**config.mk**
```make
export PLATFORM = sky130hd
export DESIGN_NAME = mem_arbiter_flat
export DESIGN_NICKNAME = d
export VERILOG_FILES = /design/src/rtl/mem_arbiter_if.sv /design/src/rtl/mem_arbiter.sv /design/src/flat_wrapper.sv
export SDC_FILE = /design/constraint.sdc
export NUM_CORES = 1
export LEC_CHECK = 0
export BUFFER_PORTS_ARGS = -buffer_cell sky130_fd_sc_hd__buf_2
export CAP_MARGIN = 20
export CORE_UTILIZATION = 38
export CTS_CLUSTER_DIAMETER = 100
export DETAILED_ROUTE_END_ITERATION = 10
export PLACE_DENSITY = 0.75
export SETUP_SLACK_MARGIN = 0.5
export SLEW_MARGIN = 0
export SYNTH_ARGS = -nofsm -noshare
export SYNTH_HDL_FRONTEND = slang
export SYNTH_SLANG_ARGS = --single-unit
export TNS_END_PERCENT = 100
```
**constraint.sdc**
```tcl
create_clock -name clock -period 1.4 [get_ports clock]
set_input_delay 0 -clock clock [delete_from_list [all_inputs] [get_ports clock]]
set_output_delay 0 -clock clock [all_outputs]
set_load 0.1 [all_outputs]
```
**src/rtl/mem_arbiter_if.sv**
```systemverilog
// rtl/mem_arbiter_if.sv - CPU, video and RAM signal bundle around the memory arbiter
interface mem_arbiter_if #(
    parameter int ADDR_W = 20
);
    logic              cpu_req;
    logic [ADDR_W-1:0] cpu_address;
    logic [7:0]        cpu_out;
    logic              cpu_we;
    logic [7:0]        cpu_in;
    logic              cpu_chipen;
    logic              vid_req;
    logic [ADDR_W-1:0] vid_address;
    logic              vid_ack;
    logic [7:0]        vid_data;
    logic [ADDR_W-1:0] ram_address;
    logic [7:0]        ram_out;
    logic              ram_we;
    logic [7:0]        ram_in;

    modport slave (
        input  cpu_req, cpu_address, cpu_out, cpu_we, vid_req, vid_address, ram_in,
        output cpu_in, cpu_chipen, vid_ack, vid_data, ram_address, ram_out, ram_we
    );

    modport master (
        output cpu_req, cpu_address, cpu_out, cpu_we, vid_req, vid_address, ram_in,
        input  cpu_in, cpu_chipen, vid_ack, vid_data, ram_address, ram_out, ram_we
    );
endinterface

```
**src/rtl/mem_arbiter.sv**
```systemverilog
// rtl/mem_arbiter.sv - two-cycle-slot arbiter sharing one sync RAM between CPU and video
// Video has priority; a saturating burst counter guarantees the CPU a slot.
module mem_arbiter #(
    parameter int ADDR_W    = 20,
    parameter int VID_BURST = 4
) (
    input  logic         clock,
    input  logic         reset,
    mem_arbiter_if.slave bus
);
    localparam int RUN_W = $clog2(VID_BURST + 1);

    typedef enum logic [2:0] {IDLE, CPU_A, CPU_B, VID_A, VID_B} state_t;

    state_t            state;
    logic [RUN_W-1:0]  vid_run;
    logic [RUN_W-1:0]  vid_run_inc;
    logic [ADDR_W-1:0] addr_q;
    logic              burst_done;
    logic              cpu_go;

    always_comb begin
        burst_done  = (vid_run >= RUN_W'(VID_BURST));
        cpu_go      = bus.cpu_req && (burst_done || !bus.vid_req);
        vid_run_inc = burst_done ? vid_run : vid_run + 1'b1;
    end

    // Outside the A states the RAM sees the previous address so its output stays put.
    always_comb begin
        bus.ram_address = addr_q;
        bus.ram_we      = 1'b0;
        case (state)
            CPU_A: begin
                bus.ram_address = bus.cpu_address;
                bus.ram_we      = bus.cpu_we;
            end
            VID_A:   bus.ram_address = bus.vid_address;
            default: ;
        endcase
    end

    assign bus.ram_out  = bus.cpu_out;
    assign bus.vid_ack  = (state == VID_B);
    assign bus.vid_data = bus.ram_in;

    always_ff @(posedge clock or posedge reset) begin
        if (reset) begin
            state          <= IDLE;
            vid_run        <= '0;
            addr_q         <= '0;
            bus.cpu_in     <= 8'h00;
            bus.cpu_chipen <= 1'b0;
        end else begin
            addr_q         <= bus.ram_address;
            bus.cpu_chipen <= (state == CPU_B);
            if (state == CPU_B) begin
                bus.cpu_in <= bus.ram_in;
            end
            case (state)
                IDLE, VID_B: begin
                    if (cpu_go) begin
                        state   <= CPU_A;
                        vid_run <= '0;
                    end else if (bus.vid_req) begin
                        state   <= VID_A;
                        vid_run <= vid_run_inc;
                    end else begin
                        state   <= IDLE;
                        vid_run <= '0;
                    end
                end
                // The CPU address is stale during its chipen cycle, so it cannot win here.
                CPU_B: begin
                    if (bus.vid_req) begin
                        state   <= VID_A;
                        vid_run <= vid_run_inc;
                    end else begin
                        state   <= IDLE;
                        vid_run <= '0;
                    end
                end
                CPU_A:   state <= CPU_B;
                VID_A:   state <= VID_B;
                default: state <= IDLE;
            endcase
        end
    end
endmodule
```
**src/flat_wrapper.sv**
```systemverilog
// flat-port wrapper written by rule: the top's interface ports become plain ports
module mem_arbiter_flat 
#(
    parameter int ADDR_W    = 20,
    parameter int VID_BURST = 4
)
  (clock, reset, bus_cpu_req, bus_cpu_address, bus_cpu_out, bus_cpu_we, bus_vid_req, bus_vid_address, bus_ram_in, bus_cpu_in, bus_cpu_chipen, bus_vid_ack, bus_vid_data, bus_ram_address, bus_ram_out, bus_ram_we);
  mem_arbiter_if #(.ADDR_W(ADDR_W)) bus_i ();
  input  logic clock;
  input  logic reset;
  input wire logic [$bits(bus_i.cpu_req)-1:0] bus_cpu_req;
  input wire logic [$bits(bus_i.cpu_address)-1:0] bus_cpu_address;
  input wire logic [$bits(bus_i.cpu_out)-1:0] bus_cpu_out;
  input wire logic [$bits(bus_i.cpu_we)-1:0] bus_cpu_we;
  input wire logic [$bits(bus_i.vid_req)-1:0] bus_vid_req;
  input wire logic [$bits(bus_i.vid_address)-1:0] bus_vid_address;
  input wire logic [$bits(bus_i.ram_in)-1:0] bus_ram_in;
  output wire logic [$bits(bus_i.cpu_in)-1:0] bus_cpu_in;
  output wire logic [$bits(bus_i.cpu_chipen)-1:0] bus_cpu_chipen;
  output wire logic [$bits(bus_i.vid_ack)-1:0] bus_vid_ack;
  output wire logic [$bits(bus_i.vid_data)-1:0] bus_vid_data;
  output wire logic [$bits(bus_i.ram_address)-1:0] bus_ram_address;
  output wire logic [$bits(bus_i.ram_out)-1:0] bus_ram_out;
  output wire logic [$bits(bus_i.ram_we)-1:0] bus_ram_we;
  assign bus_i.cpu_req = bus_cpu_req;
  assign bus_i.cpu_address = bus_cpu_address;
  assign bus_i.cpu_out = bus_cpu_out;
  assign bus_i.cpu_we = bus_cpu_we;
  assign bus_i.vid_req = bus_vid_req;
  assign bus_i.vid_address = bus_vid_address;
  assign bus_i.ram_in = bus_ram_in;
  assign bus_cpu_in = bus_i.cpu_in;
  assign bus_cpu_chipen = bus_i.cpu_chipen;
  assign bus_vid_ack = bus_i.vid_ack;
  assign bus_vid_data = bus_i.vid_data;
  assign bus_ram_address = bus_i.ram_address;
  assign bus_ram_out = bus_i.ram_out;
  assign bus_ram_we = bus_i.ram_we;
  mem_arbiter #(.ADDR_W(ADDR_W), .VID_BURST(VID_BURST)) u_core (.clock(clock), .reset(reset), .bus(bus_i));
endmodule
```
-- Yosys cells after proc, flatten, opt, wreduce, memory -nomap -nowiden
Index checks and enable logic that the tools add are counted.
- bits in registers: 35
- input bits: 61
- output and inout port bits: 47
- word-level logic and storage cells: 26
- add/sub/neg operators: 1
- magnitude comparators: 1
- eq/ne operators: 4
- multiplexer cells: 9
- reductions and logical operators: 6
- operator list (operator ; count):
    $pmux W20 S2 ; 1
    $mux W3 ; 4
    $pmux W3 S4 ; 1
    $eq A3 B2 Y1 const B ; 2
    $pmux W3 S2 ; 1
    $add A3 B1 Y3 const B ; 1
    $eq A3 B1 Y1 const B ; 1
    $eq A3 B3 Y1 const B ; 1
    $ge A3 B3 Y1 const B ; 1
    $logic_not A3 Y1 ; 1
    $mux W2 ; 1
    $reduce_bool A2 Y1 ; 1
    $reduce_or A2 Y1 ; 1
    $logic_and A1 B1 Y1 ; 1
    $logic_not A1 Y1 ; 1
    $logic_or A1 B1 Y1 ; 1
    $mux W1 ; 1

-- Logic depth before layout (Yosys ltp)
- depth in word-level cells: 5
- depth in mapped cells: 5
- mapped depth without buffers: 4

-- Worst setup path after synthesis
OpenSTA, ideal clock, no wires.
- path kind: register to register
- start point: reg u_core.state[2]
- end point: reg u_core.addr_q[0]
- setup time: 0.353 ns
- arrival: 3.046 ns
- required time: 1.047 ns
- setup slack: -2.000 ns
- cell stages (with the launch flop): 5
- path buffers: 2
- clock period less this slack: 3.400 ns
- cells stage by stage: dfrtp_1 -> buf_4 -> nand2b_1 -> clkbuf_1 -> o21ai_0
- cells in the longest elaborated chain, start to end: 2
- elaborated cells on any way between the ends: 3
- those cells by class: eq/ne (2); mux (1)
- ends and longest elaborated chain (item ; RTL line ; text):
    start, declared ; mem_arbiter.sv:15 ; state_t state;
    start signal, assigned ; mem_arbiter.sv:48 ; state <= IDLE;
    start signal, assigned ; mem_arbiter.sv:62 ; state <= CPU_A;
    start signal, assigned ; mem_arbiter.sv:65 ; state <= VID_A;
    $eq A3 B2 Y1 / $eq A3 B1 Y1 (equally long branches) ; mem_arbiter.sv:32 ; case (state)
    $pmux W20 S2 * ; mem_arbiter.sv:32 ;
    named net bus_ram_address[0] ; flat_wrapper.sv:22 ; output wire logic [$bits(bus_i.ram_address)-1:0] bus_ram_address;
    end signal, assigned ; mem_arbiter.sv:54 ; addr_q <= bus.ram_address;
    end, declared ; mem_arbiter.sv:18 ; logic [ADDR_W-1:0] addr_q;
Mark *: on every way through the listed nets, which the timed path passes. The rest lies on a longest branch.
A chain may end at the register's enable or synchronous reset.

-- Worst setup path in the final report
- start point: reg u_core.state[1]
- end point: out bus_ram_address[0]
- cells in the longest elaborated chain, start to end: 2
- elaborated cells on any way between the ends: 3
- those cells by class: eq/ne (2); mux (1)
- ends and longest elaborated chain (item ; RTL line):
    $eq A3 B2 Y1 / $eq A3 B1 Y1 (equally long branches) ; mem_arbiter.sv:32
    $pmux W20 S2 * ; mem_arbiter.sv:32
    end, declared ; flat_wrapper.sv:22
Mark *: on every way between the ends. The rest lies on a longest branch, timed or not.

==> results_dict.tcl <==
set metrics [dict create \
    final.setup.worst_slack_ns -0.147 \
    hpwl_um 2950 \
    die_y_um 69.1 \
    coreArea_um2 4350 \
    dpl_cell_area_um2 2830 \
    hold_viol 0 \
    wl_met3_um 270 \
    drt_iter0_drc 27 \
    ant_nets 0 \
    met2WireLength_um 2660 \
    synth_top_area_frac 0.512 \
    insertion_delay_ns 0.27 \
    criticalPathCategory "flop to output pin" \
    synthTopCellsByCount "dfrtp_1 (35), nand2_1 (22), mux2i_1 (21), o21ai_0 (21), buf_4 (20)" \
    wl_per_cell_um 15.8 \
    ys_types 22 \
    root_buffer "clkbuf_8" \
    clk_pin_slew_worst_paths_ns 0.06 \
    antenna_found_initial 0 \
    ys_ff_latch 35 \
    async_flop_share 1.00 \
    ios 108 \
    path_depth 5 \
    cts_tree "yes" \
    track_usage 0.204 \
    maxCapViolCount 0 \
    path_buf_inv 3 \
    max_freq_mhz 646 \
    grt_overflow 0 \
    critPathCapture "bus_ram_address[0]" \
    critPathLaunch "u_core.state[1]$_DFF_PP0_" \
    slowest_stage "dfrtp_1" \
    yosys-top-cells-area "dfrtp_1 (51%), mux2i_1 (12%), buf_4 (8.8%), o21ai_0 (6.1%), mux2_2 (5.3%)" \
    nets 333 \
    setup_viol 33 \
    rsz0062_at_grt "true" \
    cts.sinks 35 \
    dr.max_layer_used "met4" \
    rows 24 \
    synth_top_area_cell "dfrtp_1" \
    cpPeakStageDelay_ns 0.41 \
    final_max_slew_viol_count 0 \
    vias_per_cell 4.89 \
    rrSetupSlack_ns -0.05 \
    period_share 1.10 \
    syn_to_final_growth_pct 104 \
    num_antenna_cells 0 \
    worst_r2r_endpoint "u_core.vid_run[1]$_DFFE_PP0P_" \
    drive_above_1_share 0.691 \
    io_buffers 91 \
    required_ns 1.40 \
    fin_cells 321 \
    clk_path_buf_depth 2 \
    drc 0 \
    rr_worst_depth 7 \
    grt_max_degree 36 \
    cts_buffers 5 \
    cp-end-kind "output pin" \
    placedCellCount 287 \
    yosysWarnings 0 \
    final_area_um2 3490 \
    fin_crit_ns 1.55 \
    ys.flop_type "dfrtp_1" \
    worstReg2RegStart "u_core.state[1]$_DFF_PP0_" \
    syn_nets 221 \
    ys_seq_area_frac 0.512 \
    start_kind "flop" \
    worst_pin_slew_ns 0.499 \
    first_pass_iters 4 \
    cp_top_family "buffers and inverters" \
    arrival_ns 1.55 \
    path_cells "buf_6 -> clkbuf_16 -> mux2i_4 -> o21ai_4 -> buf_12" \
    maxSlewHeadroom 0.669 \
    synthCells 158 \
    dieWidth_um 69.1 \
    outcome "finished, violations left" \
    grt_pass1_vias 1646 \
    start_util 0.393 \
    grt_pass1_wl_um 7780 \
    synth_area_per_cell_um2 10.8 \
    fillers 238 \
    synth.most_common_cell "dfrtp_1" \
    via_count 1571 \
    synth-edff-count 0 \
    cp_max_fo 5 \
    cts_max_level 2 \
    die_area_um2 4780 \
    skew_ns 0.00358 \
    synth_area_um2 1710 \
    min_path_type "input pin to output pin" \
    gp_congestion 0.706 \
    wl_um 5080 \
    violations "negative setup slack" \
    drt-met1-wl_um 1980 \
]
-- flip-flops by register name, indices dropped and copies added, names as in the netlist --
register,count
u_core.bus.cpu_chipen,1
u_core.state,3
u_core.addr_q,20
u_core.vid_run,3
u_core.bus.cpu_in,8
-- cell type report --
type / instances / area (um2) / area share
Timing Repair Buffer: 130 / 1370 / 0.393
Multi-Input combinational cell: 94 / 1080 / 0.311
Sequential cell: 35 / 877 / 0.252
Clock buffer: 6 / 72.6 / 0.0208
Tap cell: 52 / 65.1 / 0.0187
Inverter: 4 / 17.5 / 0.00502
-- worst reg2reg max path: stages (launching register included) --
cell	delay, ns
dfrtp_1	0.41
buf_6	0.15
buf_6	0.11
buf_6	0.11
a211oi_2	0.17
buf_4	0.16
mux2i_1	0.18
nor2_1	0.06
-- what timing repair did --
item | 4_1_cts | 5_1_grt
buffers inserted | 13 | 4
gates cloned | 1 | 1
gates resized for setup | 54 | 26
hold buffers | 9 | 0
pin swaps | 10 | 7
setup endpoints to repair | 65 | 65
hold endpoints to repair | 43 | 0
-- logic make-up (layout without fill, tap and decap cells) --
kind of cell	after synthesis	after routing	synth area share
flip-flops	35	35	0.512
AND/OR/NAND/NOR	33	33	0.0906
AO/OA/AOI/OAI	29	29	0.0906
multiplexers	29	29	0.175
buffers and inverters	29	140	0.112
adder cells (fa/ha/maj)	2	2	0.0146
XOR/XNOR	1	1	0.00512
-- cell usage in the layout (no fill, tap or decap), types with 2 or more instances in the layout --
cell | netlist | layout
mux2_4 | 0 | 8
a21oi_2 | 0 | 2
nand2_1 | 22 | 22
buf_6 | 1 | 17
a211oi_2 | 0 | 2
nor2_1 | 5 | 4
ha_1 | 2 | 2
o21ai_4 | 0 | 20
buf_12 | 0 | 33
inv_1 | 3 | 3
buf_2 | 0 | 60
buf_4 | 20 | 8
mux2i_2 | 0 | 14
dlygate4sd3_1 | 0 | 9
mux2i_4 | 0 | 6
dfrtp_1 | 35 | 34
nor3b_4 | 0 | 2
a21oi_1 | 4 | 2
clkbuf_8 | 0 | 5
-- stage by stage --
step / setup WS (ns) / hold WS [ns] / util / setup TNS, ns
finish: -0.147 / 0.0000279 / 0.801 / -2.55
global route: -0.201 / 0.000142 / 0.801 / -4.52
CTS: -0.141 / 0.000681 / 0.761 / -2.38
detailed placement: 0.0662 / 0.000681 / 0.649 / 0
global placement: 0.127 / 0.000681 / 0.649 / 0
floorplan: -0.258 / 0.121 / - / -5.11
-- routing by layer --
metal | track usage | vias up
met5 | 0 | -
met4 | 0.0748 | 0
met3 | 0.0512 | 13
met2 | 0.342 | 72
met1 | 0.255 | 742
li1 | - | 744
-- worst min-delay path by stage --
| stage | start | to | slack (ns) | cells after the start |
|---|---|---|---|---|
| CTS | bus_cpu_out[4] | bus_ram_out[4] | 0.0007 | 0 |
| finish | bus_cpu_out[6] | bus_ram_out[6] | 0.00003 | 0 |
| floorplan | bus_vid_req | u_core.state[1]$_DFF_PP0_ | 0.12 | 2 |
| detailed placement | bus_cpu_out[4] | bus_ram_out[4] | 0.0007 | 0 |
| global placement | bus_cpu_out[4] | bus_ram_out[4] | 0.0007 | 0 |
| global route | bus_cpu_out[6] | bus_ram_out[6] | 0.0001 | 0 |
Power is left out: the tool's default activity adds up to more than one toggle a clock period on the data nets, which glitch-free logic cannot reach.
